[src/rtl/reg_wb_if.sv]
// Writeback arbiter bus: two writeback requesters, register-file write port,
// issue-side scoreboard set port and decode-side hazard check.
interface reg_wb_if #(
    parameter int unsigned TAM = 16
);
    logic           alu_req;
    logic           alu_ack;
    logic [3:0]     alu_rd;
    logic [TAM-1:0] alu_data;
    logic           mem_req;
    logic           mem_ack;
    logic [3:0]     mem_rd;
    logic [TAM-1:0] mem_data;
    logic [TAM-1:0] RD;
    logic [3:0]     CORE_REG_RD;
    logic           write;
    logic           issue_valid;
    logic [3:0]     issue_rd;
    logic [3:0]     chk_rf1;
    logic [3:0]     chk_rf2;
    logic [3:0]     chk_rd;
    logic           stall;
    logic [15:0]    busy;

    modport master (
        output alu_req, alu_rd, alu_data, mem_req, mem_rd, mem_data,
               issue_valid, issue_rd, chk_rf1, chk_rf2, chk_rd,
        input  alu_ack, mem_ack, RD, CORE_REG_RD, write, stall, busy
    );

    modport slave (
        input  alu_req, alu_rd, alu_data, mem_req, mem_rd, mem_data,
               issue_valid, issue_rd, chk_rf1, chk_rf2, chk_rd,
        output alu_ack, mem_ack, RD, CORE_REG_RD, write, stall, busy
    );
endinterface

[src/rtl/reg_wb_arbiter.sv]
// Register-file writeback arbiter (ALU vs. load) with pending-write scoreboard.
// Define REG_WB_ARB_RR_EN for round-robin arbitration; default is mem-first priority.
module reg_wb_arbiter #(
    parameter int unsigned TAM = 16
) (
    input logic      clk,
    input logic      rst,
    reg_wb_if.slave  bus
);
    localparam int unsigned IDX_W = 4;
    localparam int unsigned NREG  = 16;

    typedef enum logic [1:0] {IDLE, SETUP, STROBE} state_t;

    state_t           state_q, state_d;
    logic [TAM-1:0]   data_q, data_d;
    logic [IDX_W-1:0] idx_q, idx_d;
    logic             win_mem_q, win_mem_d;
    logic             write_q, write_d;
    logic             alu_ack_q, alu_ack_d;
    logic             mem_ack_q, mem_ack_d;
    logic [NREG-1:0]  busy_q, busy_d;
    logic             grant_mem;

`ifdef REG_WB_ARB_RR_EN
    // ptr_q=0 favours ALU, 1 favours mem; only consulted when both request
    logic ptr_q, ptr_d;

    assign grant_mem = bus.mem_req & (~bus.alu_req | ptr_q);

    always_comb begin
        ptr_d = ptr_q;
        if (state_q == IDLE && (bus.alu_req || bus.mem_req)) begin
            ptr_d = ~grant_mem;
        end
    end

    always_ff @(posedge clk) begin
        if (rst) begin
            ptr_q <= 1'b0;
        end else begin
            ptr_q <= ptr_d;
        end
    end
`else
    assign grant_mem = bus.mem_req;
`endif

    // Transaction FSM: latch winner on grant, strobe and ack one cycle after setup
    always_comb begin
        state_d   = state_q;
        data_d    = data_q;
        idx_d     = idx_q;
        win_mem_d = win_mem_q;
        write_d   = 1'b0;
        alu_ack_d = 1'b0;
        mem_ack_d = 1'b0;
        case (state_q)
            IDLE: begin
                if (bus.alu_req || bus.mem_req) begin
                    state_d   = SETUP;
                    win_mem_d = grant_mem;
                    idx_d     = grant_mem ? bus.mem_rd : bus.alu_rd;
                    data_d    = grant_mem ? bus.mem_data : bus.alu_data;
                end
            end
            SETUP: begin
                state_d   = STROBE;
                write_d   = (idx_q != IDX_W'(0));
                alu_ack_d = ~win_mem_q;
                mem_ack_d = win_mem_q;
            end
            STROBE: state_d = IDLE;
            default: state_d = IDLE;
        endcase
    end

    // Scoreboard: clear on the edge ending STROBE, a same-edge set wins
    always_comb begin
        busy_d = busy_q;
        if (state_q == STROBE) begin
            busy_d[idx_q] = 1'b0;
        end
        if (bus.issue_valid && bus.issue_rd != IDX_W'(0)) begin
            busy_d[bus.issue_rd] = 1'b1;
        end
        busy_d[0] = 1'b0;
    end

    always_ff @(posedge clk) begin
        if (rst) begin
            state_q   <= IDLE;
            data_q    <= '0;
            idx_q     <= '0;
            win_mem_q <= 1'b0;
            write_q   <= 1'b0;
            alu_ack_q <= 1'b0;
            mem_ack_q <= 1'b0;
            busy_q    <= '0;
        end else begin
            state_q   <= state_d;
            data_q    <= data_d;
            idx_q     <= idx_d;
            win_mem_q <= win_mem_d;
            write_q   <= write_d;
            alu_ack_q <= alu_ack_d;
            mem_ack_q <= mem_ack_d;
            busy_q    <= busy_d;
        end
    end

    assign bus.RD          = data_q;
    assign bus.CORE_REG_RD = idx_q;
    assign bus.write       = write_q;
    assign bus.alu_ack     = alu_ack_q;
    assign bus.mem_ack     = mem_ack_q;
    assign bus.busy        = busy_q;
    assign bus.stall       = busy_q[bus.chk_rf1] | busy_q[bus.chk_rf2] | busy_q[bus.chk_rd];
endmodule

[src/flat_wrapper.sv]
// flat-port wrapper written by rule: the top's interface ports become plain ports
module reg_wb_arbiter_flat 
#(
    parameter int unsigned TAM = 16
)
  (clk, rst, bus_alu_req, bus_alu_rd, bus_alu_data, bus_mem_req, bus_mem_rd, bus_mem_data, bus_issue_valid, bus_issue_rd, bus_chk_rf1, bus_chk_rf2, bus_chk_rd, bus_alu_ack, bus_mem_ack, bus_RD, bus_CORE_REG_RD, bus_write, bus_stall, bus_busy);
  reg_wb_if #(.TAM(TAM)) bus_i ();
  input logic clk;
  input logic rst;
  input wire logic [$bits(bus_i.alu_req)-1:0] bus_alu_req;
  input wire logic [$bits(bus_i.alu_rd)-1:0] bus_alu_rd;
  input wire logic [$bits(bus_i.alu_data)-1:0] bus_alu_data;
  input wire logic [$bits(bus_i.mem_req)-1:0] bus_mem_req;
  input wire logic [$bits(bus_i.mem_rd)-1:0] bus_mem_rd;
  input wire logic [$bits(bus_i.mem_data)-1:0] bus_mem_data;
  input wire logic [$bits(bus_i.issue_valid)-1:0] bus_issue_valid;
  input wire logic [$bits(bus_i.issue_rd)-1:0] bus_issue_rd;
  input wire logic [$bits(bus_i.chk_rf1)-1:0] bus_chk_rf1;
  input wire logic [$bits(bus_i.chk_rf2)-1:0] bus_chk_rf2;
  input wire logic [$bits(bus_i.chk_rd)-1:0] bus_chk_rd;
  output wire logic [$bits(bus_i.alu_ack)-1:0] bus_alu_ack;
  output wire logic [$bits(bus_i.mem_ack)-1:0] bus_mem_ack;
  output wire logic [$bits(bus_i.RD)-1:0] bus_RD;
  output wire logic [$bits(bus_i.CORE_REG_RD)-1:0] bus_CORE_REG_RD;
  output wire logic [$bits(bus_i.write)-1:0] bus_write;
  output wire logic [$bits(bus_i.stall)-1:0] bus_stall;
  output wire logic [$bits(bus_i.busy)-1:0] bus_busy;
  assign bus_i.alu_req = bus_alu_req;
  assign bus_i.alu_rd = bus_alu_rd;
  assign bus_i.alu_data = bus_alu_data;
  assign bus_i.mem_req = bus_mem_req;
  assign bus_i.mem_rd = bus_mem_rd;
  assign bus_i.mem_data = bus_mem_data;
  assign bus_i.issue_valid = bus_issue_valid;
  assign bus_i.issue_rd = bus_issue_rd;
  assign bus_i.chk_rf1 = bus_chk_rf1;
  assign bus_i.chk_rf2 = bus_chk_rf2;
  assign bus_i.chk_rd = bus_chk_rd;
  assign bus_alu_ack = bus_i.alu_ack;
  assign bus_mem_ack = bus_i.mem_ack;
  assign bus_RD = bus_i.RD;
  assign bus_CORE_REG_RD = bus_i.CORE_REG_RD;
  assign bus_write = bus_i.write;
  assign bus_stall = bus_i.stall;
  assign bus_busy = bus_i.busy;
  reg_wb_arbiter #(.TAM(TAM)) u_core (.clk(clk), .rst(rst), .bus(bus_i));
endmodule
[config.mk]
export PLATFORM = sky130hd
export DESIGN_NAME = reg_wb_arbiter_flat
export DESIGN_NICKNAME = d
export VERILOG_FILES = /design/src/rtl/reg_wb_if.sv /design/src/rtl/reg_wb_arbiter.sv /design/src/flat_wrapper.sv
export SDC_FILE = /design/constraint.sdc
export NUM_CORES = 1
export LEC_CHECK = 0
export BUFFER_PORTS_ARGS = -buffer_cell sky130_fd_sc_hd__buf_2
export CORE_ASPECT_RATIO = 0.75
export CORE_UTILIZATION = 46
export CTS_CLUSTER_SIZE = 30
export DETAILED_ROUTE_END_ITERATION = 6
export GPL_TIMING_DRIVEN = 0
export PLACE_DENSITY = 0.8
export SLEW_MARGIN = 5
export SYNTH_ARGS = -nofsm -noshare
export SYNTH_HDL_FRONTEND = slang
export SYNTH_SLANG_ARGS = --single-unit
[constraint.sdc]
create_clock -name clk -period 6.2 [get_ports clk]
set_input_delay 1.24 -clock clk [delete_from_list [all_inputs] [get_ports clk]]
set_output_delay 1.24 -clock clk [all_outputs]
set_load 0.01 [all_outputs]
==> out/qor.log <==
qor: clocking.cts.root.buffer_cell clkbuf_8
qor: final_layout.non_filler_cells_final 387
qor: floorplan.die_area 4820 sq um
qor: floorplan.chipWidth 79.8 um
qor: synth.ys_seq_elements 41
qor: setup_path.worst_setup_path_endpoint bus_stall
qor: drt.drtPass1Iterations 5
qor: power_and_ir_drop.power.share.switching 0.278
qor: clocking.numCtsBuffers 5
qor: floorplan.number_of_rows_in_the_core_area 20
qor: drt.wl_per_cell 14.2 um
qor: setup_path.reg2reg_depth 4
qor: clocking.clock_latency 0.29 ns
qor: placed_design.portBuffers 96
qor: floorplan.io_pins 101
qor: drt.ant_nets 0
qor: global_routing.grt_antenna_before_repair 0
qor: placed_design.globalplace.congestion 0.864
qor: drt.met2WireLength 2.44 mm
qor: drt.post_route_drc_violation_count 0
qor: setup_path.r2r_start u_core.state_q[1]$_SDFFE_PP0P_
qor: clocking.post_cts.repair.setup_buffers 0
qor: power_and_ir_drop.power_density 232 nW/um^2
qor: placed_design.post-dp-hpwl 4.23 mm
qor: clocking.cts_max_level 2
qor: synth.synth_enable_flop_cells 0
qor: setup_path.crit_path_end_kind output pin
qor: clocking.ctsHoldBuffers 0
qor: synth.avgSynthCellArea 9.16 sq um
qor: clocking.clock_tree_from_tritoncts done
qor: setup_path.regToRegSetupSlack 4.64 ns
qor: drt.viasPerCell 5.48
qor: synth.synthDominantAreaCellType dfxtp_1
qor: power_and_ir_drop.psw 178 uW
qor: placed_design.detailed_place.area 2640 sq um
qor: drt.met3_wirelength 358 um
qor: clocking.clkTransAtPathRegs 0.08 ns
qor: timing.fin_tns_setup 0 ns
qor: timing.hold_viol 0
qor: synth.synth_cell_type_count 34
qor: drt.wl_met1 2.66 mm
qor: flow_run.drv.max_cap_violation_count 0
qor: timing.slew_headroom 0.534
qor: global_routing.overflow 0
qor: setup_path.start_kind primary input
qor: setup_path.rr_endpoint u_core.bus.RD[12]$_SDFFE_PP0P_
qor: power_and_ir_drop.intPower 461 uW
qor: status.outcome finished, final reports clean
qor: synth.yosysSeqAreaShare 0.393
qor: setup_path.critPathArrivalTime 2.93 ns
qor: synth.post-synth-top-count-cell dfxtp_1
qor: setup_path.worst_setup_path_startpoint bus_chk_rd[0]
qor: timing.post-route-min-period 4.17 ns
qor: placed_design.numPlacedInstances 379
qor: setup_path.crit_required 4.96 ns
qor: hold_path.hold_path_class reg2reg
qor: drt.routed.top_layer met4
qor: global_routing.maximum_number_of_pins_on_one_net_before_global_route_repair 14
qor: power_and_ir_drop.combinationalPowerShare 0.198
qor: power_and_ir_drop.seq_power_share 0.466
qor: final_layout.flow.area_growth_from_synthesis 31.6%
qor: final_layout.post_route_cells_drive_above_1_share 0.325
qor: power_and_ir_drop.worst_ir_drop_vdd 0.000152 V
qor: global_routing.grt_pass1_wl 8.77 mm
qor: final_layout.final_net_count 392
qor: synth.synth_ff_type dfxtp_1
qor: synth.synthesized_instance_count 228
qor: synth.post_synth_net_total 289
qor: timing.setup_violations 0
qor: timing.report.final.slew_viol_count 0
qor: synth.synth_async_sr_flop_share 0
qor: setup_path.path_max_fanout 5
qor: clocking.cts_sinks 41
qor: synth.ys_top_cells_by_area dfxtp_1, mux2i_1, mux4_1
qor: setup_path.critPathKind in2out
qor: floorplan.floorplan.initialDensity 0.497
qor: global_routing.grtUsageTotal 0.238
qor: clocking.ctsLongestPathBuffers 2
qor: drt.dr.first_iter.drc_count 117
qor: timing.setup_repair_after_global_routing_missed_its_margin no
qor: synth.synthTopCellsByCount dfxtp_1, nor2_1, mux2i_1
qor: synth.cell_area_synth 2090 sq um
qor: power_and_ir_drop.power.static_leakage 1.32 nW
qor: synth.area_share_of_the_leading_cell_type_in_the_synthesized_netlist 0.393
qor: clocking.postCtsResizedCells 0
qor: timing.tightestPinTransition 0.699 ns
qor: floorplan.coreArea 4200 sq um
qor: drt.detail_route.wirelength 5.49 mm
qor: power_and_ir_drop.pwr-share-clk 0.336
qor: floorplan.chipHeight 60.4 um
qor: final_layout.antenna-diode-count 0
qor: timing.max_freq 0.240 GHz
qor: drt.vias 2121
qor: synth.yosysWarnings 0
qor: final_layout.design_area 2750 sq um
qor: final_layout.utilization 0.654
qor: timing.clock_skew 0.0108 ns
qor: timing.timing.final.crit_share 0.673
qor: global_routing.first_global_vias 1881
## metrics by stage
stage / setup WS, ns / power [mW] / hold WS [ns]
5_1_grt: 1.97 / 0.671 / 0.480
3_5_place_dp: 2.06 / 0.430 / 0.447
4_1_cts: 2.05 / 0.638 / 0.451
6_report: 2.03 / 0.639 / 0.450
2_1_floorplan: 2.39 / 0.373 / 0.405
3_3_place_gp: 2.11 / 0.426 / 0.438
## flip-flops by register name, summed over array words and instances (netlist names)
signal and flops:
u_core.bus.busy 15, u_core.bus.RD 16, u_core.win_mem_q 1, u_core.bus.alu_ack 1
u_core.state_q 2, u_core.bus.CORE_REG_RD 4, u_core.bus.write 1, u_core.bus.mem_ack 1
## layer usage
metal  vias to the layer above  global-route usage
met3                         4              0.0481
met2                        89               0.366
met1                       983               0.342
li1                       1045                   -
met4                         0              0.0663
met5                         -                   0
## worst max-delay path: stages
cell	delay, ns
buf_2	0.14
mux4_1	0.57
mux2i_1	0.22
o22ai_1	0.11
or4_1	0.50
buf_2	0.15
## final cells by class
cell class                 count  area (sq um)
sequential                    41           821
inverter                       5          18.8
clock buffer                   6          72.6
fill                         340          1460
clock inverter                 2          38.8
tap                           55          68.8
buffer                        14          56.3
timing repair buffer          96           480
multi-input combinational    168          1190
## worst min path at each step
stage,from,cells after the start,to
CTS,u_core.win_mem_q$_SDFFE_PP0P_,1,u_core.bus.alu_ack$_SDFF_PP0_
floorplan,u_core.win_mem_q$_SDFFE_PP0P_,1,u_core.bus.alu_ack$_SDFF_PP0_
global route,u_core.win_mem_q$_SDFFE_PP0P_,1,u_core.bus.alu_ack$_SDFF_PP0_
finish,u_core.win_mem_q$_SDFFE_PP0P_,1,u_core.bus.alu_ack$_SDFF_PP0_
detailed placement,u_core.win_mem_q$_SDFFE_PP0P_,1,u_core.bus.alu_ack$_SDFF_PP0_
global placement,u_core.win_mem_q$_SDFFE_PP0P_,1,u_core.bus.alu_ack$_SDFF_PP0_
## cells by family after synthesis
family,share of synthesized area
DFF,0.393
buffers and inverters,0.0359
muxes,0.234
other,0.00180
AOI/OAI and AO/OA,0.177
and+or+nand+nor,0.159
## power by group through the flow
stage | logic (mW) | clock network, mW | registers, mW
final | 0.127 | 0.215 | 0.298
after global placement | 0.124 | 0 | 0.303
after CTS | 0.126 | 0.214 | 0.298
after detailed placement | 0.126 | 0 | 0.304
after global routing | 0.140 | 0.230 | 0.301
after floorplan | 0.0629 | 0 | 0.310
## layout by cell type, fill, tap and decap left out, drive strengths merged, types with 2 or more instances in the layout
master	count
nor2	28
nand2	17
a21oi	18
o21ai	15
inv	5
mux2i	27
nand3	8
nor2b	4
clkbuf	18
a31oi	2
buf	98
dfxtp	41
nand2b	2
mux4	8
nand3b	3
a211oi	20
Power figures use the tool's default switching activity.
